`src/rtl/riscv_v_rf_scoreboard.sv`:
```
// Vector register-file hazard scoreboard: per-register in-flight write counters
// gating issue on RAW hazards and counter saturation, released by writeback/kill.
module riscv_v_rf_scoreboard #(
  parameter int RF_ADDR_WIDTH = 5,
  parameter int NUM_REGS      = 2**RF_ADDR_WIDTH,
  parameter int CNT_WIDTH     = 2,
  parameter int BYPASS        = 1
) (
  input  logic                     clk,
  input  logic                     rst,
  input  logic                     issue_valid,
  input  logic [RF_ADDR_WIDTH-1:0] issue_rd,
  input  logic                     issue_rd_we,
  input  logic [RF_ADDR_WIDTH-1:0] issue_rs1,
  input  logic [RF_ADDR_WIDTH-1:0] issue_rs2,
  input  logic [RF_ADDR_WIDTH-1:0] issue_rs3,
  input  logic [2:0]               issue_rs_re,
  output logic                     issue_ready,
  input  logic                     wb_valid,
  input  logic [RF_ADDR_WIDTH-1:0] wb_rd,
  input  logic                     kill_valid,
  input  logic [RF_ADDR_WIDTH-1:0] kill_rd,
  output logic [NUM_REGS-1:0]      busy,
  output logic                     idle,
  output logic                     err
);

  localparam int SW = CNT_WIDTH + 2;
  localparam logic [CNT_WIDTH-1:0] CNT_MAX = '1;

  logic [CNT_WIDTH-1:0]     cnt      [NUM_REGS];
  logic [CNT_WIDTH-1:0]     cnt_next [NUM_REGS];
  logic [NUM_REGS-1:0]      busy_next;
  logic                     under;
  logic                     raw;
  logic                     sat;
  logic                     accept;
  logic [RF_ADDR_WIDTH-1:0] src [3];
  logic [SW-1:0]            sum;
  logic [SW-1:0]            dec;

  assign src[0] = issue_rs1;
  assign src[1] = issue_rs2;
  assign src[2] = issue_rs3;

  // Bypass only on a writeback that retires the last outstanding write; kills never bypass.
  always_comb begin
    raw = 1'b0;
    for (int unsigned k = 0; k < 3; k++) begin
      if (issue_rs_re[k] && cnt[src[k]] != '0 &&
          !(BYPASS != 0 && cnt[src[k]] == CNT_WIDTH'(1) && wb_valid && wb_rd == src[k]))
        raw = 1'b1;
    end
    sat         = issue_rd_we && cnt[issue_rd] == CNT_MAX;
    issue_ready = !(raw || sat);
  end

  assign accept = issue_valid && issue_ready;

  always_comb begin
    under     = 1'b0;
    busy_next = '0;
    sum       = '0;
    dec       = '0;
    for (int unsigned i = 0; i < NUM_REGS; i++) begin
      sum = {{(SW-CNT_WIDTH){1'b0}}, cnt[i]}
          + SW'(accept && issue_rd_we && issue_rd == RF_ADDR_WIDTH'(i));
      dec = SW'(wb_valid && wb_rd == RF_ADDR_WIDTH'(i))
          + SW'(kill_valid && kill_rd == RF_ADDR_WIDTH'(i));
      if (dec > sum) begin
        cnt_next[i] = '0;
        under       = 1'b1;
      end else begin
        cnt_next[i] = CNT_WIDTH'(sum - dec);
      end
      busy_next[i] = cnt_next[i] != '0;
    end
  end

  always_ff @(posedge clk) begin
    if (rst) begin
      for (int unsigned i = 0; i < NUM_REGS; i++) cnt[i] <= '0;
      busy <= '0;
      idle <= 1'b1;
      err  <= 1'b0;
    end else begin
      cnt  <= cnt_next;
      busy <= busy_next;
      idle <= ~|busy_next;
      err  <= err | under;
    end
  end

endmodule

```
`config.mk`:
```
export PLATFORM = sky130hd
export DESIGN_NAME = riscv_v_rf_scoreboard
export DESIGN_NICKNAME = d
export VERILOG_FILES = /design/src/rtl/riscv_v_rf_scoreboard.sv
export SDC_FILE = /design/constraint.sdc
export NUM_CORES = 1
export LEC_CHECK = 0
export ABC_AREA = 1
export BUFFER_PORTS_ARGS = -buffer_cell sky130_fd_sc_hd__buf_2
export CAP_MARGIN = 20
export CORE_MARGIN = 1
export CORE_UTILIZATION = 50
export CTS_CLUSTER_DIAMETER = 100
export DETAILED_ROUTE_END_ITERATION = 12
export PLACE_DENSITY = 0.79
export SETUP_SLACK_MARGIN = 0.02
export SYNTH_ARGS = -nofsm -noshare
export SYNTH_HDL_FRONTEND = slang
export SYNTH_SLANG_ARGS = --single-unit
```
`constraint.sdc`:
```
create_clock -name clk -period 4 [get_ports clk]
set_input_delay 0.6 -clock clk [delete_from_list [all_inputs] [get_ports clk]]
set_output_delay 0.6 -clock clk [all_outputs]
set_load 0.02 [all_outputs]
```
* Word-level counts from Yosys, hierarchy flattened *
Cells that the tools add are included.

storage, ports and cells
  register bits = 98
  latch bits = 0
  bits in writable memories = 0
  bits in read-only memories = 0
  output and inout bits = 35
  logic and storage cells = 507
  memories kept = 0

operators by class
  add/subtract/negate cells = 96
  multipliers = 0
  divide/modulo/power cells = 0
  $lt $le $gt $ge = 36
  eq/ne operators = 100
  shift operators = 0
  muxes and demuxes = 79
  bitwise gates (word level) = 5
  reductions and logical operators = 156

operators with widths
  operator              count
  $eq A5 B5 Y1 const B  48
  $eq A5 B4 Y1 const B  24
  $logic_and A1 B1 Y1   111
  $add A2 B1 Y3         32
  $gt A2 B3 Y1          32
  $mux W2               40
  $reduce_bool A2 Y1    35
  $add A1 B1 Y2         32
  $sub A2 B2 Y2         32
  $eq A5 B3 Y1 const B  12
  $bmux W2 S5           4
  $mux W1               35
  $reduce_or A32 Y1     1
  $eq A5 B2 Y1 const B  6
  $ge A6 B6 Y1 const B  4
  $not A5 Y6            4
  $eq A5 B1 Y1 const B  3
  $eq A5 B5 Y1          3
  $logic_not A5 Y1      3
  $eq A2 B1 Y1 const B  3
  $logic_not A1 Y1      5
  $eq A2 B2 Y1 const B  1
  $logic_or A1 B1 Y1    1
  $or A1 B1 Y1          1

* Logic depth before layout (Yosys ltp) *
  word-level depth = 52
  depth in mapped cells = 34
  mapped depth without buffers = 31

* Worst setup path before layout *
Ideal clock, no wire load.

  path kind = input to register
  start point = in issue_rd[1]
  end point = reg idle
  arrival = 3.596 ns
  data required time = 3.941 ns
  path slack = 0.345 ns
  stages on the path = 31
  cells stage by stage = buf_6 inv_4 clkbuf_1 nand2_1 nand2_1 nand2_1 nand2_1 o21ai_1 nand2_1 nand3_1 nand2_1 nor2_4 nand2_4 buf_6 nor2_2 ha_1 ha_1 inv_1 ha_1 inv_1 nor2_1 nor2_1 nor2_1 o21ai_0 o21ai_0 nand2_1 nor2_1 nand4_1 nor2_1 nand3_1 nand2_1

on the way
  longest elaborated chain between the ends = 17
  elaborated cells on any way between the ends = 236
  classes of those cells = add/sub: 64; order compare: 32; eq/ne: 32; mux: 35; bitwise: 1; reduce/logical: 72

ends and longest elaborated chain
  item                                                  RTL line  source
  start: declaration                                    12        input logic [RF_ADDR_WIDTH-1:0] issue_rd,
  $not A5 Y6 (not written as such) *                    54        sat = issue_rd_we && cnt[issue_rd] == CNT_MAX;
  $bmux W2 S5 *                                         54
  $mux W2 (not written as such) * (2 in a row)          54
  $eq A2 B2 Y1 *                                        54
  $logic_and A1 B1 Y1 *                                 54
  $logic_or A1 B1 Y1 *                                  55        issue_ready = !(raw || sat);
  $logic_not A1 Y1 *                                    55
  via issue_ready                                       18        output logic issue_ready,
  $logic_and A1 B1 Y1 *                                 58        assign accept = issue_valid && issue_ready;
  $logic_and A1 B1 Y1 *                                 67        + SW'(accept && issue_rd_we && issue_rd == RF_ADDR_WIDTH'(i));
  $logic_and A1 B1 Y1                                   67
  $add A2 B1 Y3                                         67
  $gt A2 B3 Y1 / $sub A2 B2 Y2 (equally long branches)  70, 74
  $mux W2                                               70        if (dec > sum) begin
  $reduce_bool A2 Y1                                    76        busy_next[i] = cnt_next[i] != '0;
  $reduce_or A32 Y1 *                                   89        idle <= ~|busy_next;
  $logic_not A1 Y1 *                                    89
  end signal: assignment                                89
  end: declaration                                      24        output logic idle,

The timed path passes the listed nets; every way through them passes the cells marked *. The select of a mux whose other input is x is not followed.
A chain may end at the register's enable or synchronous reset.

* Final worst setup path *
  start point = in issue_rd[0]
  end point = reg idle

on the way
  longest elaborated chain between the ends = 17
  elaborated cells on any way between the ends = 236
  classes of those cells = add/sub: 64; order compare: 32; eq/ne: 32; mux: 35; bitwise: 1; reduce/logical: 72

ends and longest elaborated chain
  item                                                  RTL line
  $not A5 Y6 (not written as such)                      54
  $bmux W2 S5                                           54
  $mux W2 (not written as such) (2 in a row)            54
  $eq A2 B2 Y1                                          54
  $logic_and A1 B1 Y1                                   54
  $logic_or A1 B1 Y1                                    55
  $logic_not A1 Y1                                      55
  $logic_and A1 B1 Y1                                   58
  $logic_and A1 B1 Y1 (2 in a row)                      67
  $add A2 B1 Y3                                         67
  $gt A2 B3 Y1 / $sub A2 B2 Y2 (equally long branches)  70, 74
  $mux W2                                               70
  $reduce_bool A2 Y1                                    76
  $reduce_or A32 Y1 *                                   89
  $logic_not A1 Y1 *                                    89

Mark *: on every way between the ends. The rest lies on a longest branch, timed or not. The select of a mux whose other input is x is not followed.

==> metrics <==
FF+latch count, synth 98; Leak 7.30 nW; H-tree depth 3; worst setup path start issue_rd[0]; initial DRC count 1201; post-DP HPWL 30.2 mm; synthesized cell area 10800 um2; vias per inst 5.61; Clock Path Buffers 2; Most common cell on crit path nand2_1; CTS root buf clkbuf_16; Pwr Density 198 nW/um2; sequential fraction of the synthesis area 18.2%; reg2reg start cnt[35]; initial antenna violation count 0; Cells after Synth 1733; clock slew at the register clock pins of the worst setup and hold paths 0.08 ns; worst-case reg-to-reg path depth 29; Setup crit start kind input pin; Cell Count, Final, Fillers Out 2306; Initial Util 51.0%; vias in the first global route 11598; diode count 0; GP Congestion 1.01; Post-Syn Area per Cell 6.21 um2; final hold viol count 0; row cnt 53; clk_skew 0.0150 ns; R2R setup slack 0.01 ns; worst-margin pin slew 0.991 ns; Critical Path Max Stage Delay 0.26 ns; largest net degree at the start of global routing 51; P&R area growth vs syn 35.7%; crit path time final 4.07 ns; Setup crit end kind flop; Final WS setup -0.0662 ns; global-route usage over all layers 34.9%; Syn Nets 1964; Data arrival, critical path 4.36 ns; setup TNS -0.0662 ns; Synth Warn # 0; placed insts 2246; Fmax achieved 0.246 GHz; clock tree sinks 98; total CTS buffers 9; DR DRC count 0; Max VDD drop 0.000254 V; worst-path cell with the longest stage delay nand4_1; Slew Viols, Final 0; antenna-violating nets left 0; Post-CTS Hold Buffers 0; grt ovf 0; RR Endpoint idle; Worst Setup EP idle; core outline area 21100 um2; slew margin rel. 33.9%; Crit Path Max Fanout 10; Hold Path Class reg2reg; Clock Latency Late Sink 0.36 ns; RSZ-0062 raised after global routing yes; Post-Route WL 41.7 mm; IO Pins 74; critical path class in2reg; area of the die 22100 um2; outcome finished with violations; share of layout cells above drive strength 1 27.2%; Die Y 149 um; max_cap viols 0; final core utilization 69.2%; Final period util 102%; DR vias 12942; I/O Buffers 73; width of the die 149 um; Final setup viols 1; drt pass-1 iters 6; most common cell after layout, fill and taps aside nand2_1; CTS tree done; first-pass GRT wire length 59.3 mm; highest-count cells in the layout ignoring fill and taps nand2_1, buf_4, inv_1; WL per Instance 18.1 um; Yosys cell types 29; Nets 2257; failing checks negative setup slack; worst slack, placed -0.488 ns; WP data required 4.30 ns
-- routing by layer --
metal	global-route usage, %	part of all wire, %
met5	0	0
met4	18.6	6.4
met3	6.01	11
met2	55.4	44
met1	45.0	39
-- what timing repair did --
action / in CTS / in global routing
cloned: 2 / 9
resized for setup: 42 / 189
setup buffers: 16 / 17
setup endpoints to repair: 2 / 4
pin swaps: 19 / 100
endpoints found under the hold margin: 0 / 0
-- critical path: cells and delay by family --
| family | cells | cell delay (ns) |
|---|---|---|
| and+or+nand+nor | 17 | 2.02 |
| buffers and inverters | 5 | 0.64 |
| adders and majority gates | 3 | 0.57 |
| AOI/OAI and AO/OA | 4 | 0.54 |
-- registers in the layout, summed over array words and instances, names as in the netlist --
name,cells
idle,1
err,1
cnt,64
busy,32
-- cells by family (layout without fill, tap and decap cells) --
kind of cell	count (synthesis)	count (layout)	share of synthesized area, %
DFF	98	98	18.2
and+or+nand+nor	945	945	36.3
xor gates and xnor gates	32	32	2.61
buffers and inverters	315	613	12.6
AOI/OAI and AO/OA	151	151	7.98
adders and majority gates	192	192	22.3
-- stage by stage --
step / hold slack [ns] / instance area (um2) / power (W)
5_1_grt: 0.698 / 14600 / 0.00298
4_1_cts: 0.630 / 13600 / 0.00276
3_5_place_dp: 0.608 / 13000 / 0.00180
2_1_floorplan: 0.638 / 10800 / 0.00146
3_3_place_gp: 0.600 / 13000 / 0.00179
6_report: 0.656 / 14600 / 0.00289
-- Yosys cell counts, drive strengths merged --
cell type | number | area [um2]
nand2 | 506 | 1910
inv | 245 | 927
nor2 | 241 | 990
ha | 192 | 2400
nand3 | 160 | 801
dfxtp | 98 | 1960
o21ai | 73 | 365
buf | 47 | 337
a21oi | 37 | 185
xnor2 | 32 | 280
nor3 | 27 | 135
o21a | 23 | 173
clkbuf | 22 | 83.8
o211ai | 14 | 105
nand4 | 9 | 56.3
a211oi | 4 | 30.0
clkinv | 1 | 3.75
nor3b | 1 | 7.51
nor4 | 1 | 6.26
-- power by group --
| group | internal [W] | switching (W) | total [W] |
|---|---|---|---|
| registers | 0.000999 | 0.0000189 | 0.00102 |
| clock network | 0.000509 | 0.000430 | 0.000938 |
| logic | 0.000399 | 0.000531 | 0.000930 |
-- cell type report --
cell class / count / area [um2]
Multi-Input combinational cell: 1320 / 8100
Fill cell: 1664 / 6490
Timing Repair Buffer: 351 / 2920
Sequential cell: 98 / 1970
Inverter: 246 / 956
Tap cell: 275 / 344
Clock buffer: 11 / 243
Clock inverter: 5 / 61.3
-- how the worst min path moves through the flow --
stage,start,endpoint,slack (ns),cells past startpoint
2_1_floorplan,cnt[1],cnt[0],0.64,3
3_3_place_gp,err,err,0.60,4
3_5_place_dp,err,err,0.61,4
4_1_cts,err,err,0.63,4
5_1_grt,err,err,0.70,4
6_report,err,err,0.66,4
(Power assumes the default switching activity.)
